File: src/rtl/event_counter_bank_if.sv
// Event strobe / clear inputs and registered count, overflow and tick outputs
// of event_counter_bank, bundled so the bank and its driver share one port.
interface event_counter_bank_if #(
    parameter int NCH   = 4,
    parameter int WIDTH = 64,
    parameter int SEL_W = 2
) ();
    logic                   En;
    logic [SEL_W-1:0]       Sel;
    logic [NCH-1:0]         Clr;
    logic [NCH*WIDTH-1:0]   Count;
    logic [NCH-1:0]         Ovf;
    logic [NCH-1:0]         Tick;

    modport master (output En, Sel, Clr, input Count, Ovf, Tick);
    modport slave  (input En, Sel, Clr, output Count, Ovf, Tick);
endinterface

File: src/rtl/event_counter_bank.sv
// Bank of NCH prescaled event counters with sticky overflow and tick pulses.
// Define ECB_SATURATE_EN to saturate at all-ones instead of wrapping.
module ecb_lane #(
    parameter int WIDTH = 64,
    parameter int DIV   = 4
) (
    input  logic             Clk,
    input  logic             Reset,
    input  logic             ev,
    input  logic             clr,
    output logic [WIDTH-1:0] count,
    output logic             ovf,
    output logic             tick
);
    localparam int PW = $clog2(DIV + 1);

    logic [PW-1:0] pre;

    // With DIV=1 the prescaler never leaves 0, so every event hits the terminal value.
    always_ff @(posedge Clk) begin
        if (Reset || clr) begin
            pre   <= '0;
            count <= '0;
            ovf   <= 1'b0;
            tick  <= 1'b0;
        end else begin
            tick <= 1'b0;
            if (ev) begin
                if (pre == PW'(DIV - 1)) begin
                    pre <= '0;
`ifdef ECB_SATURATE_EN
                    if (&count) begin
                        ovf <= 1'b1;
                    end else begin
                        count <= count + WIDTH'(1);
                        tick  <= 1'b1;
                    end
`else
                    if (&count) ovf <= 1'b1;
                    count <= count + WIDTH'(1);
                    tick  <= 1'b1;
`endif
                end else begin
                    pre <= pre + PW'(1);
                end
            end
        end
    end
endmodule

module event_counter_bank #(
    parameter int NCH   = 4,
    parameter int WIDTH = 64,
    parameter int DIV   = 4,
    parameter int SEL_W = 2
) (
    input  logic              Clk,
    input  logic              Reset,
    event_counter_bank_if.slave bus
);
    logic [NCH-1:0][WIDTH-1:0] cnt;
    logic [NCH-1:0]            ovf;
    logic [NCH-1:0]            tick;

    // Sel values at or above NCH match no lane and are dropped.
    for (genvar k = 0; k < NCH; k++) begin : g_lane
        ecb_lane #(.WIDTH(WIDTH), .DIV(DIV)) u_lane (
            .Clk   (Clk),
            .Reset (Reset),
            .ev    (bus.En && (bus.Sel == SEL_W'(k))),
            .clr   (bus.Clr[k]),
            .count (cnt[k]),
            .ovf   (ovf[k]),
            .tick  (tick[k])
        );
    end

    assign bus.Count = cnt;
    assign bus.Ovf   = ovf;
    assign bus.Tick  = tick;
endmodule

File: src/flat_wrapper.sv
// flat-port wrapper written by rule: the top's interface ports become plain ports
module event_counter_bank_flat 
#(
    parameter int NCH   = 4,
    parameter int WIDTH = 64,
    parameter int DIV   = 4,
    parameter int SEL_W = 2
)
  (Clk, Reset, bus_En, bus_Sel, bus_Clr, bus_Count, bus_Ovf, bus_Tick);
  event_counter_bank_if #(.NCH(NCH), .WIDTH(WIDTH), .SEL_W(SEL_W)) bus_i ();
  input  logic Clk;
  input  logic Reset;
  input wire logic [$bits(bus_i.En)-1:0] bus_En;
  input wire logic [$bits(bus_i.Sel)-1:0] bus_Sel;
  input wire logic [$bits(bus_i.Clr)-1:0] bus_Clr;
  output wire logic [$bits(bus_i.Count)-1:0] bus_Count;
  output wire logic [$bits(bus_i.Ovf)-1:0] bus_Ovf;
  output wire logic [$bits(bus_i.Tick)-1:0] bus_Tick;
  assign bus_i.En = bus_En;
  assign bus_i.Sel = bus_Sel;
  assign bus_i.Clr = bus_Clr;
  assign bus_Count = bus_i.Count;
  assign bus_Ovf = bus_i.Ovf;
  assign bus_Tick = bus_i.Tick;
  event_counter_bank #(.NCH(NCH), .WIDTH(WIDTH), .DIV(DIV), .SEL_W(SEL_W)) u_core (.Clk(Clk), .Reset(Reset), .bus(bus_i));
endmodule
File: config.mk
export PLATFORM = sky130hd
export DESIGN_NAME = event_counter_bank_flat
export DESIGN_NICKNAME = d
export VERILOG_FILES = /design/src/rtl/event_counter_bank_if.sv /design/src/rtl/event_counter_bank.sv /design/src/flat_wrapper.sv
export SDC_FILE = /design/constraint.sdc
export NUM_CORES = 1
export LEC_CHECK = 0
export ABC_AREA = 1
export CORE_MARGIN = 2
export CORE_UTILIZATION = 50
export CTS_BUF_LIST = sky130_fd_sc_hd__clkbuf_4
export CTS_CLUSTER_DIAMETER = 60
export DETAILED_ROUTE_END_ITERATION = 8
export MAX_ROUTING_LAYER = met4
export PLACE_DENSITY = 0.82
export SLEW_MARGIN = 5
export SYNTH_ARGS = -nofsm -noshare
export SYNTH_HDL_FRONTEND = slang
export SYNTH_SLANG_ARGS = --single-unit
File: constraint.sdc
create_clock -name Clk -period 1.7 [get_ports Clk]
set_input_delay 0.255 -clock Clk [delete_from_list [all_inputs] [get_ports Clk]]
set_output_delay 0.255 -clock Clk [all_outputs]
set_load 0.05 [all_outputs]
## Yosys cells after proc, flatten, opt, wreduce, memory -nomap -nowiden

Cells that the tools add are included.

- Flip-flop bits (word level): 276
- Output and inout bits: 264
- Logic and storage cells: 64

- Add/sub/neg operators: 8
- Eq/ne operators: 7
- Mux-type cells: 8
- Bitwise logic cells: 4
- Reduce and logical (&&, ||, !) cells: 21

Operators with widths:

| operator | count |
|---|---|
| AND reduction 66 bit | 4 |
| adder 64 x 1 -> 64 bit, second input constant | 4 |
| adder 3 x 1 -> 3 bit, second input constant | 4 |
| equality test 3 x 2 -> 1 bit, second input constant | 4 |
| 2-to-1 mux 3 bit | 4 |
| AND reduction 2 bit | 4 |
| OR reduction 2 bit | 4 |
| equality test 2 bit, second input constant | 2 |
| logical AND 1 bit | 4 |
| logical OR 1 bit | 4 |
| 2-to-1 mux 1 bit | 4 |
| NOT 1 bit | 4 |
| equality test 2 x 1 -> 1 bit, second input constant | 1 |
| logical NOT 2 bit | 1 |

## Longest topological paths before layout

- Depth in word-level cells: 4
- Depth in mapped cells: 11
- Mapped depth without buffers: 11

## Cells and area by module

A second synthesis with hierarchy kept.

- Cells, all modules: 2752
- Area, all modules: 16996.3 sq um

By module, submodules not included:

| module | instances | cells an instance | area each (sq um) | sequential area each (sq um) |
|---|---|---|---|---|
| ecb_lane | 4 | 686 | 4241.6 | 1381.3 |
| event_counter_bank | 1 | 8 | 30.0 | 0.0 |

## Least setup slack after synthesis

Ideal clock, no wire load.

- Path kind: register to register
- Start: register u_core.g_lane[1].u_lane.count[0]
- End: register u_core.g_lane[1].u_lane.count[38]
- Arrival time: 1.913 ns
- Data required time: 1.572 ns
- Slack: -0.340 ns
- Cell stages (with the launch flop): 11
- Path buffers: 0
- Cell sequence: dfxtp_1 > ha_1 > nand3_1 > nor2_1 > nand2_1 > nor2_1 > nand2_1 > inv_1 > nand3_1 > nand2_1 > nor2_1

- Longest elaborated chain between the ends: 1

Ends and longest elaborated chain:

| what | line | RTL |
|---|---|---|
| start: declaration | event_counter_bank.sv:11 | `output logic [WIDTH-1:0] count,` |
| start signal: assignment | event_counter_bank.sv:40 | `count <= count + WIDTH'(1);` |
| adder 64 x 1 -> 64 bit | event_counter_bank.sv:40 |  |

No other way between the ends.
A chain may end at the register's enable or synchronous reset.

## Final worst setup path

- Start: register u_core.g_lane[1].u_lane.pre[1]
- End: register u_core.g_lane[1].u_lane.count[18]

- Longest elaborated chain between the ends: 2

Ends and longest elaborated chain:

| what | line | RTL |
|---|---|---|
| start: declaration | event_counter_bank.sv:17 | `logic [PW-1:0] pre;` |
| start signal: assignment | event_counter_bank.sv:44 | `pre <= pre + PW'(1);` |
| equality test 3 x 2 -> 1 bit | event_counter_bank.sv:29 | `if (pre == PW'(DIV - 1)) begin` |
| AND reduction 2 bit (no source line) | -- |  |

No other way between the ends.

==> flow_summary.yaml <==
status:
  status: "finished clean"
timing:
  period_minus_slack_ns: 1.69
  max_slew_margin: 0.754
  worstMarginPinSlew_ns: 0.367
  fmax_ghz: 0.590
  setup_viol: 0
  timing.hold.ws_ns: 0.324
  finalHoldViolCount: 0
  post-route-period-util: 0.997
  clock-skew-final_ns: 0.0366
  rsz0062_at_grt: "true"
  slew_viol_final: 0
logic_synthesis:
  synth.area.top_cells: "dfxtp_1 35%, nand2_1 17%, nor2_1 16%"
  syn_avg_cell_area_sq_um: 5.99
  ys_warn_count: 0
  async_reset_ff_frac: 0
  synth.distinct_cells: 35
  ys_seq_elements: 276
  synth.most_common_cell: "nand2_1"
  yosysTopAreaCell: "dfxtp_1"
  ys_seq_area_frac: 0.352
  synth_edf_count: 0
  synth_area_sq_um: 15700
  syn_inst: 2620
  synth_flop_cell: "dfxtp_1"
  synth_nets: 2637
  synth_top_cell_area_share: 0.352
  ys_top_cells_by_count: "694 x nand2_1, 679 x nor2_1, 327 x inv_1"
setup_path:
  r2r-start: "u_core.g_lane[1].u_lane.pre[1]$_SDFFE_PP0N_"
  reg2reg_depth: 9
  crit_type: "register to register"
  cp.arrival_ns: 2.36
  start_kind: "register"
  r2r_setup_slack_ns: 0.005
  cp_cell_sequence: "ha_4 > nand2_4 > nor2_4 > buf_6 > nand3_1 > nor2_1 > buf_4 > nor2_1 > nor3b_1"
  path_max_fanout: 6
  r2r-end: "u_core.g_lane[1].u_lane.count[18]$_SDFFE_PP0P_"
  crit_required_ns: 2.36
  cp-end-kind: "register"
  slowest_delay_ns: 0.35
  critPathSlowestCell: "dfxtp_2"
  path_common_cell: "nor2_1"
clocking:
  cts_sinks: 276
  insertion_delay_ns: 0.76
  path_clk_slew_ns: 0.07
  cts_max_level: 3
  cts_tree: "yes"
  ctsHoldBuffers: 0
  cts_buffer_depth: 3
  cts_buffers: 78
  cts_root_buf: "clkbuf_4"
grt:
  antenna_found_initial: 5
  grt_pass1_wl_microns: 90900
  grtUsageTotal: 0.348
  grt_pass1_vias: 18509
  grt_max_degree: 44
  overflow: 0
routing:
  drt-total-wl_microns: 58300
  ant_nets: 0
  highest_layer: "met4"
  viasPerCell: 5.30
  route.detailed.drc: 0
  wl_met1_microns: 23900
  wl_per_cell_microns: 15.9
  vias: 19434
  wl_met3_microns: 4820
  dr.first_iter.drc_count: 1594
  first_pass_iters: 8
  route.met2.wl_microns: 27200
power_and_ir_drop:
  power_density_nw_per_um2: 574
  power_mw: 13.1
  ir_drop_mv: 0.470
  p_leak_nw: 8.98
floorplanning:
  pin_count: 273
  die_w_microns: 181
  start_util: 0.510
  die_area_sq_um: 32800
  row_count: 64
  core_area_sq_um: 30700
  die_y_microns: 181
worst_hold_path:
  hold_depth: 5
  min_to: "u_core.g_lane[2].u_lane.count[1]$_SDFFE_PP0P_"
  hold_path.class: "input port to register"
  hold_start: "bus_Clr[2]"
finish:
  area_delta_synth_final_pct: 45.3
  multi_input_area_sq_um: 9590
  final_nets: 3229
  regArea_sq_um: 5870
  n_fill_cell: 2516
  layout-drive-gt1-share: 0.331
placed_design:
  dp_hpwl_microns: 43900
  gp_congestion: 0.997
  io_buffers: 272
flow_run:
  max_cap_viol_count: 0
## worst max path at each step
| stage | startpoint | endpoint | slack, ns | depth (start not counted) |
|---|---|---|---|---|
| final | u_core.g_lane[1].u_lane.pre[1]$_SDFFE_PP0N_ | u_core.g_lane[1].u_lane.count[18]$_SDFFE_PP0P_ | 0.005 | 9 |
| after global routing | u_core.g_lane[0].u_lane.count[3]$_SDFFE_PP0P_ | u_core.g_lane[0].u_lane.count[49]$_SDFFE_PP0P_ | -0.07 | 11 |
| after CTS | u_core.g_lane[0].u_lane.pre[0]$_SDFFE_PP0N_ | u_core.g_lane[0].u_lane.count[45]$_SDFFE_PP0P_ | 0.00002 | 12 |
| after detailed placement | bus_En | u_core.g_lane[3].u_lane.count[36]$_SDFFE_PP0P_ | -0.54 | 10 |
| after global placement | bus_En | u_core.g_lane[3].u_lane.count[60]$_SDFFE_PP0P_ | -0.48 | 10 |
| after floorplan | u_core.g_lane[2].u_lane.count[0]$_SDFFE_PP0P_ | u_core.g_lane[2].u_lane.count[40]$_SDFFE_PP0P_ | -0.002 | 10 |
## layer usage
metal,vias up,track usage
li1,9475,-
met1,8872,0.424
met2,924,0.563
met3,163,0.0603
met4,0,0.159
met5,-,-
## critical path: cells and delay by family (launching register included)
family	cells	cell delay [ns]
adders and majority gates	1	0.15
buffers and inverters	2	0.30
DFF	1	0.35
and+or+nand+nor	6	0.80
## placed cells by master (no fill, tap or decap), types with 5 or more instances in the layout
master | Yosys | final
a21oi_1 | 85 | 85
and2_1 | 7 | 7
buf_12 | 0 | 8
buf_4 | 9 | 435
buf_6 | 0 | 81
buf_8 | 0 | 14
clkbuf_4 | 0 | 111
clkdlybuf4s50_1 | 0 | 8
clkinv_1 | 2 | 18
dfxtp_1 | 276 | 64
dfxtp_2 | 0 | 182
dfxtp_4 | 0 | 30
diode_2 | 0 | 5
ha_4 | 0 | 6
inv_1 | 327 | 317
inv_2 | 0 | 12
nand2_1 | 694 | 668
nand2_2 | 4 | 23
nand2_4 | 1 | 8
nand3_1 | 171 | 145
nand3_2 | 3 | 25
nand4_1 | 112 | 112
nor2_1 | 679 | 571
nor2_2 | 11 | 84
nor2_4 | 10 | 47
nor3_1 | 30 | 27
nor3b_1 | 10 | 10
o21a_1 | 5 | 5
o21ai_0 | 77 | 68
o21ai_1 | 0 | 8
o21bai_1 | 8 | 8
xnor2_1 | 10 | 10
xor2_1 | 39 | 39
## where the power goes
part | internal, mW | leakage [nW] | switching [mW]
combinational | 0.131 | 6.05 | 0.215
sequential | 6.42 | 2.34 | 0.00356
clock | 3.29 | 0.585 | 3.04
total | 9.84 | 8.98 | 3.25
## through the flow
step | util | setup WS (ns) | cells | area (sq um) | TNS, ns
after floorplan | - | -0.00163 | 2620 | 15900 | -0.00163
after global placement | 0.659 | -0.483 | 3498 | 20200 | -74.24
after detailed placement | 0.659 | -0.537 | 3498 | 20200 | -89.72
after CTS | 0.710 | 0.0000187 | 3641 | 21800 | 0
after global routing | 0.742 | -0.0694 | 3667 | 22800 | -1.11
final | 0.742 | 0.00514 | 3667 | 22800 | 0
## final cells by class
type | instances | share of cell area
flip-flops and latches | 276 | 0.257
repair buffers | 546 | 0.203
clock inverters | 23 | 0.00620
diodes | 5 | 0.000549
clock buffers | 111 | 0.0365
well taps | 396 | 0.0217
inverters | 329 | 0.0543
multi-input cells | 1981 | 0.421
## registers in the layout, indices dropped and copies added (netlist names)
name                        flops
u_core.g_lane.u_lane.count    256
u_core.g_lane.u_lane.ovf        4
u_core.g_lane.u_lane.pre       12
u_core.g_lane.u_lane.tick       4
## timing repair
action,in CTS,in global routing
gates resized for setup,177,261
buffers inserted,8,23
pin swaps,11,59
setup endpoints to repair,181,214
gates cloned,1,1
## logic make-up (layout without fill, tap and decap cells)
logic type	count (synthesis)	count (layout)	synth area share
adders and majority gates	8	8	0.00638
DFF	276	276	0.352
xor gates and xnor gates	49	49	0.0273
and+or+nand+nor	1740	1742	0.464
buffers and inverters	365	1009	0.0895
other	0	5	0
AOI/OAI and AO/OA	182	182	0.0611
(Power assumes the default switching activity.)
